`config.mk`:
```
export PLATFORM = sky130hd
export DESIGN_NAME = blake2s_block_seq
export DESIGN_NICKNAME = d
export VERILOG_FILES = /design/src/rtl/blake2s_block_seq.sv
export SDC_FILE = /design/constraint.sdc
export NUM_CORES = 1
export LEC_CHECK = 0
export ABC_AREA = 1
export CAP_MARGIN = 15
export CORE_MARGIN = 2
export CORE_UTILIZATION = 30
export DETAILED_ROUTE_END_ITERATION = 16
export GPL_ROUTABILITY_DRIVEN = 0
export PLACE_DENSITY = 0.58
export SKIP_CTS_REPAIR_TIMING = 1
export SYNTH_ARGS = -nofsm -noshare
export SYNTH_HDL_FRONTEND = slang
export SYNTH_SLANG_ARGS = --single-unit
```
`constraint.sdc`:
```
create_clock -name clk -period 3.6 [get_ports clk]
set_input_delay 0.36 -clock clk [delete_from_list [all_inputs] [get_ports clk]]
set_output_delay 0.36 -clock clk [all_outputs]
set_load 0.03 [all_outputs]
```
`src/rtl/blake2s_block_seq.sv`:
```
// blake2s_block_seq: cuts a valid/ready byte stream into zero-padded 64-byte blocks for the BLAKE2s core.
// Keyed mode (KEY state, core_kk_o) is built only when BLAKE2_KEY_EN is defined; otherwise core_kk_o is 0.
module blake2s_block_seq #(
  parameter int BLOCK_W = 64,
  parameter int LL_W    = 64
) (
  input  logic                       clk,
  input  logic                       nreset,
  input  logic                       cfg_v_i,
  input  logic [5:0]                 cfg_kk_i,
  input  logic [5:0]                 cfg_nn_i,
  input  logic                       cfg_empty_i,
  input  logic                       s_valid_i,
  input  logic [7:0]                 s_data_i,
  input  logic                       s_last_i,
  output logic                       s_ready_o,
  input  logic                       core_ready_v_i,
  output logic [5:0]                 core_kk_o,
  output logic [5:0]                 core_nn_o,
  output logic [LL_W-1:0]            core_ll_o,
  output logic                       core_data_v_o,
  output logic [7:0]                 core_data_o,
  output logic [$clog2(BLOCK_W)-1:0] core_data_idx_o,
  output logic                       core_block_first_o,
  output logic                       core_block_last_o,
  output logic                       busy_o
);

  localparam int IDX_W = $clog2(BLOCK_W);
  localparam logic [IDX_W-1:0] IDX_LAST = IDX_W'(BLOCK_W - 1);

`ifdef BLAKE2_KEY_EN
  typedef enum logic [2:0] {IDLE, WAIT, KEY, DATA, PAD} state_t;
`else
  typedef enum logic [2:0] {IDLE, WAIT, DATA, PAD} state_t;
`endif

  state_t           state;
  logic [IDX_W-1:0] idx;
  logic             skip_wait;
  logic             first_r;
  logic             final_r;
  logic             empty_r;
  logic             emit_v;
  logic [7:0]       emit_byte;
  logic             emit_last;

`ifdef BLAKE2_KEY_EN
  logic             key_sent;
  logic [IDX_W-1:0] key_end;
  assign key_end   = IDX_W'(core_kk_o) - IDX_W'(1);
  assign s_ready_o = (state == DATA) || (state == KEY);
`else
  logic unused_kk;
  assign unused_kk = ^cfg_kk_i;
  assign core_kk_o = '0;
  assign s_ready_o = (state == DATA);
`endif

  // Byte leaving for the core this cycle; last is sticky once s_last has been seen.
  always_comb begin
    emit_v    = 1'b0;
    emit_byte = 8'h00;
    emit_last = final_r;
    unique case (state)
`ifdef BLAKE2_KEY_EN
      KEY: begin
        emit_v    = s_valid_i;
        emit_byte = s_data_i;
      end
`endif
      DATA: begin
        emit_v    = s_valid_i;
        emit_byte = s_data_i;
        emit_last = final_r | s_last_i;
      end
      PAD:     emit_v = 1'b1;
      default: emit_v = 1'b0;
    endcase
  end

  always_ff @(posedge clk or negedge nreset) begin
    if (!nreset) begin
      state              <= IDLE;
      idx                <= '0;
      skip_wait          <= 1'b0;
      first_r            <= 1'b0;
      final_r            <= 1'b0;
      empty_r            <= 1'b0;
`ifdef BLAKE2_KEY_EN
      key_sent           <= 1'b0;
      core_kk_o          <= '0;
`endif
      core_nn_o          <= '0;
      core_ll_o          <= '0;
      core_data_v_o      <= 1'b0;
      core_data_o        <= '0;
      core_data_idx_o    <= '0;
      core_block_first_o <= 1'b0;
      core_block_last_o  <= 1'b0;
      busy_o             <= 1'b0;
    end else begin
      core_data_v_o <= 1'b0;
      if (emit_v) begin
        core_data_v_o      <= 1'b1;
        core_data_o        <= emit_byte;
        core_data_idx_o    <= idx;
        core_block_first_o <= first_r;
        core_block_last_o  <= emit_last;
        idx                <= idx + 1'b1;
        if (idx == IDX_LAST) first_r <= 1'b0;
      end

      unique case (state)
        IDLE: begin
          busy_o <= 1'b0;
          if (cfg_v_i && !busy_o) begin
            state     <= WAIT;
            skip_wait <= 1'b1;
            first_r   <= 1'b1;
            final_r   <= 1'b0;
            empty_r   <= cfg_empty_i;
            core_nn_o <= cfg_nn_i;
            core_ll_o <= '0;
            busy_o    <= 1'b1;
`ifdef BLAKE2_KEY_EN
            core_kk_o <= cfg_kk_i;
            key_sent  <= 1'b0;
`endif
          end
        end
        // The core still reports ready on the cycle right after idx 63, so skip it.
        WAIT: begin
          if (skip_wait) begin
            skip_wait <= 1'b0;
          end else if (core_ready_v_i) begin
            idx <= '0;
`ifdef BLAKE2_KEY_EN
            if (core_kk_o != '0 && !key_sent) begin
              state     <= KEY;
              key_sent  <= 1'b1;
              final_r   <= empty_r;
              core_ll_o <= core_ll_o + LL_W'(BLOCK_W);
            end else
`endif
            if (empty_r) begin
              state   <= PAD;
              final_r <= 1'b1;
            end else begin
              state <= DATA;
            end
          end
        end
`ifdef BLAKE2_KEY_EN
        KEY: begin
          if (s_valid_i && idx == key_end) state <= PAD;
        end
`endif
        DATA: begin
          if (s_valid_i) begin
            core_ll_o <= core_ll_o + 1'b1;
            if (s_last_i) final_r <= 1'b1;
            if (idx == IDX_LAST) begin
              state     <= s_last_i ? IDLE : WAIT;
              skip_wait <= 1'b1;
            end else if (s_last_i) begin
              state <= PAD;
            end
          end
        end
        PAD: begin
          if (idx == IDX_LAST) begin
            state     <= final_r ? IDLE : WAIT;
            skip_wait <= 1'b1;
          end
        end
        default: state <= IDLE;
      endcase
    end
  end

endmodule

```
== Word level (Yosys, flattened, before mapping) ==
Cells that the tools add are included.
Widths: inputs -> output; s select.
Cells by class
  add/subtract/negate cells: 2
  eq/ne operators: 12
  multiplexer cells: 38
  bitwise operators: 1
  reductions and logical operators: 11
Operator list (count)
  $mux 64: 2
  $pmux 64 s2: 1
  $add 64x1->64 const B: 1
  $mux 6: 4
  $mux 3: 7
  $mux 1: 19
  $ne 2x2->1 const B: 7
  $pmux 3 s4: 1
  $mux 8: 1
  $reduce_and 7->1: 1
  $add 6x1->6 const B: 1
  $eq 3x2->1 const B: 2
  $eq 6x6->1 const B: 1
  $reduce_and 3->1: 2
  $reduce_and 6->1: 1
  $pmux 1 s4: 1
  $reduce_bool 4->1: 1
  $eq 3x1->1 const B: 1
  $logic_not 3->1: 1
  $ne 3x2->1 const B: 1
  $pmux 1 s3: 1
  $reduce_bool 3->1: 1
  $pmux 1 s2: 1
  $reduce_and 2->1: 1
  other kinds (4): 4
Word-level totals
  register bits: 101
  output and inout port bits: 95
  word-level logic and storage cells: 78

== Longest topological paths before layout ==
  word-level depth: 6
  depth in mapped cells: 12
  mapped depth without buffers: 11

== Worst setup path after synthesis ==
Ideal clock, no wire load.
  path kind: register to register
  start: register state[0]
  end: register core_ll_o[43]
  library setup time: 0.118 ns
  arrival: 1.838 ns
  required time: 3.482 ns
  setup slack: 1.644 ns
  cell stages (with the launch flop): 11
  path buffers: 0
  clock period less this slack: 1.956 ns
  cell sequence: dfrtp_1 inv_1 ha_1 nor2_1 nand3b_4 nor2_2 inv_2 nor2_1 nand2_1 nand2_1 nor2_1
Between the ends
  word-level cells in the longest chain between the ends: 3
Ends and longest elaborated chain
  from (decl): RTL line 38  | state_t state;
  from (signal assigned): RTL line 164  | state <= s_last_i ? IDLE : WAIT;
  from (signal assigned): RTL line 173  | state <= final_r ? IDLE : WAIT;
  $eq 3x2->1 *
  named net s_ready_o: RTL line 16  | output logic s_ready_o,
  $ne 2x2->1 (no line) / $reduce_bool 2->1 (equally long branches)
  $reduce_and 3->1 (no line)
  to (signal assigned): RTL line 161  | core_ll_o <= core_ll_o + 1'b1;
  to (decl): RTL line 20  | output logic [LL_W-1:0] core_ll_o,
The timed path passes the listed nets; every way through them passes the cells marked *.
A chain may end at the register's enable or synchronous reset.

== Worst setup path in the final report ==
  start: register state[0]
  end: register core_ll_o[41]
Between the ends
  word-level cells in the longest chain between the ends: 3
Ends and longest elaborated chain
  $eq 3x2->1 / $logic_not 3->1 (equally long branches): RTL line 114  | unique case (state)
  $ne 2x2->1 (no line) / $reduce_bool 2->1 (equally long branches)
  $reduce_and 3->1 (no line)
Several ways; a longest one is shown, not always the timed one.

==> results.toml <==
[status]
outcome = "completed"

[route]
drt_first_pass_iters = 5
drt_wl_total_mm = 17.0
dr.first_iter.drc_count = 411
vias = 5638
ant_nets = 0
avgViaCountPerCell = 4.60
drt_drc_violations_left = 0
detail_route.wl_per_cell_um = 13.9

[yosys]
async_flop_share_pct = 100
synth_edf_count = 0
netlist_instances = 849
synth_top_area_share_pct = 43.2
synth_ff_type = "dfrtp_1"
synth.ff_latch_count = 100
yosys.area.top_type = "dfrtp_1"
yosysWarnings = 0
seq_area_frac_synth_pct = 43.2
synth.cell_area_um2 = 5800
synth_area_leaders = "dfrtp_1 (43%), nand2_1 (17%), nor2_1 (11%)"
synth.distinct_cells = 35
avgSynthCellArea_um2 = 6.83
yosysMostFrequentCell = "nand2_1"
synth_commonest_cells = "nand2_1 (256), nor2_1 (177), dfrtp_1 (100)"

[timing]
tns_ns = 0
slew_headroom_pct = 45.8
drv_slew = 0
setup_ws_ns = 1.10
finalCritPeriodShare_pct = 69.4
fin_crit_ns = 2.50
rsz0062_at_grt = "no"
worst_slew_pin_slew_ns = 0.814
finalClockSkew_ns = 0.0119
fmax_ghz = 0.400
hold_violations = 0
finalSetupViolCount = 0

[clock_tree]
cts_sinks = 100
cts_root_buffer = "clkbuf_16"
cts_made_buffers = 9
cts_tree = "yes"
path_clk_slew_ns = 0.07
insertion_delay_ns = 0.36
clk_path_buf_depth = 2
htreeDepth = 3

[die]
die_x_um = 143
dieArea_um2 = 20500
fp.dieH_um = 143
ioPinCount = 122
initial_core_util_pct = 30.8
coreArea_um2 = 18800
rows = 50

[global_route]
first_global_vias = 5209
grt_pass1_wl_mm = 27.4
grt_max_degree = 58
gr-usage-all-layers_pct = 17.4
overflow = 0
antenna_found_initial = 0

[worst_setup_path]
worstPathRequired_ns = 3.89
r2r-start = "state[0]$_DFFE_PN0P_"
worstSetupPathType = "flop to flop"
critPathLaunchType = "flop"
path_max_fanout = 23
reg2reg_to = "core_ll_o[41]$_DFFE_PN0P_"
reg2reg_depth = 10
arrival_ns = 2.79
end_kind = "flop"
r2r_setup_slack_ns = 1.10

[finish]
areaGrowthSynthToFinish_pct = 28.5
antennaDiodeCount = 0
layout-drive-gt1-share_pct = 5.49
stdcell_area_um2 = 7450
nNetsFinal = 996
final_util_pct = 39.6
stdcell_count = 1226

[pwr]
p_int_w = 0.00229
powerDensity_nw_per_um2 = 519
switching_share_pct = 40.8
power.switching_w = 0.00158
power.share.clock_pct = 24.9
vdd.ir_drop.worst_mv = 0.329
p_seq_share_pct = 37.4
p_leak_nw = 3.24
pwr-share-comb_pct = 37.7

[placement]
numPortBuffers = 109
placed_area_um2 = 7170
pre_cts_slack_ns = 1.03
post-place-cells = 1210
dpl.hpwl_mm = 12.9

[flow_run]
cap_viol_max_count = 0

[worst_hold_path]
hold_path_class = "input pin to asynchronous set/reset pin"
[placed cells by master, fill, tap and decap left out, types with 3 or more instances in the layout]
| master | synthesis | routed |
|---|---|---|
| nand2_1 | 256 | 256 |
| nor2_1 | 177 | 177 |
| clkdlybuf4s50_1 | 0 | 108 |
| dfrtp_1 | 100 | 100 |
| inv_1 | 91 | 91 |
| nand3_1 | 49 | 49 |
| a21oi_1 | 44 | 44 |
| o21ai_0 | 30 | 30 |
| nand4_1 | 12 | 12 |
| nand2_2 | 9 | 9 |
| nor3_1 | 9 | 9 |
| clkbuf_16 | 0 | 9 |
| ha_1 | 8 | 8 |
| nor2_4 | 7 | 7 |
| nor2_2 | 7 | 7 |
| o21ai_1 | 7 | 7 |
| buf_4 | 7 | 7 |
| conb_1 | 1 | 6 |
| inv_2 | 4 | 4 |
| o21a_1 | 3 | 3 |
[state kept, by name (all words and copies together), names as in the netlist, 2 cells and up]
register and count:
core_data_idx_o 6, core_data_o 8, core_ll_o 64, core_nn_o 6, idx 6, state 2
[cells by family (layout without fill, tap and decap cells)]
logic type                 after synthesis  count (layout)  share of synthesized area, %
and+or+nand+nor                        535             535                          38.8
buffers and inverters                  114             226                          7.98
DFF                                    100             100                          43.2
AOI/OAI and AO/OA                       91              91                          8.27
adders and majority gates                8               8                          1.73
other                                    1               6                        0.0647
[power by group through the flow]
stage | Sequential, W | Combinational (W) | Clock, W
3_5_place_dp | 0.00146 | 0.00147 | 0
5_1_grt | 0.00147 | 0.00161 | 0.00104
6_report | 0.00145 | 0.00146 | 0.000962
3_3_place_gp | 0.00147 | 0.00146 | 0
2_1_floorplan | 0.00169 | 0.000726 | 0
4_1_cts | 0.00145 | 0.00148 | 0.000994
[worst max path at each step]
stage | slack (ns) | from | endpoint | cells after the start
finish | 1.10 | state[0]$_DFFE_PN0P_ | core_ll_o[41]$_DFFE_PN0P_ | 10
global route | 0.89 | state[0]$_DFFE_PN0P_ | core_ll_o[40]$_DFFE_PN0P_ | 8
CTS | 1.08 | state[0]$_DFFE_PN0P_ | core_ll_o[41]$_DFFE_PN0P_ | 10
detailed placement | 1.03 | cfg_v_i | core_ll_o[41]$_DFFE_PN0P_ | 11
global placement | 1.07 | cfg_v_i | core_ll_o[41]$_DFFE_PN0P_ | 10
floorplan | 1.64 | state[0]$_DFFE_PN0P_ | core_ll_o[43]$_DFFE_PN0P_ | 10
[per-layer routing]
metal | global-route usage, % | wire length (um)
met1 | 23.3 | 7910
met2 | 27.6 | 7680
met3 | 4.56 | 1120
met4 | 5.47 | 319
met5 | 0 | 0
[area by class of cell]
class,instances,area (um^2)
multi-input combinational,640,2850
clock inverter,7,57.6
clock buffer,9,225
inverter,95,357
tap,260,325
timing repair buffer,115,1130
sequential,100,2500
fill,2007,11400
[per-stage QoR]
step	hold slack, ns	total power, W
after floorplan	0.0644	0.00242
after global placement	0.454	0.00293
after detailed placement	0.457	0.00294
after CTS	0.118	0.00392
after global routing	0.139	0.00412
final	0.0652	0.00386
[worst max-delay path, cell delays in order, from the launching register on]
cell     delay (ns)
dfrtp_1        0.41
inv_1          0.13
ha_1           0.36
nor2_1         0.17
nor2_4         0.61
nand2_2        0.22
nor2_4         0.22
nand2_1        0.10
nand2_1        0.06
nand2_1        0.04
nor2_1         0.08
(Power assumes the default switching activity.)
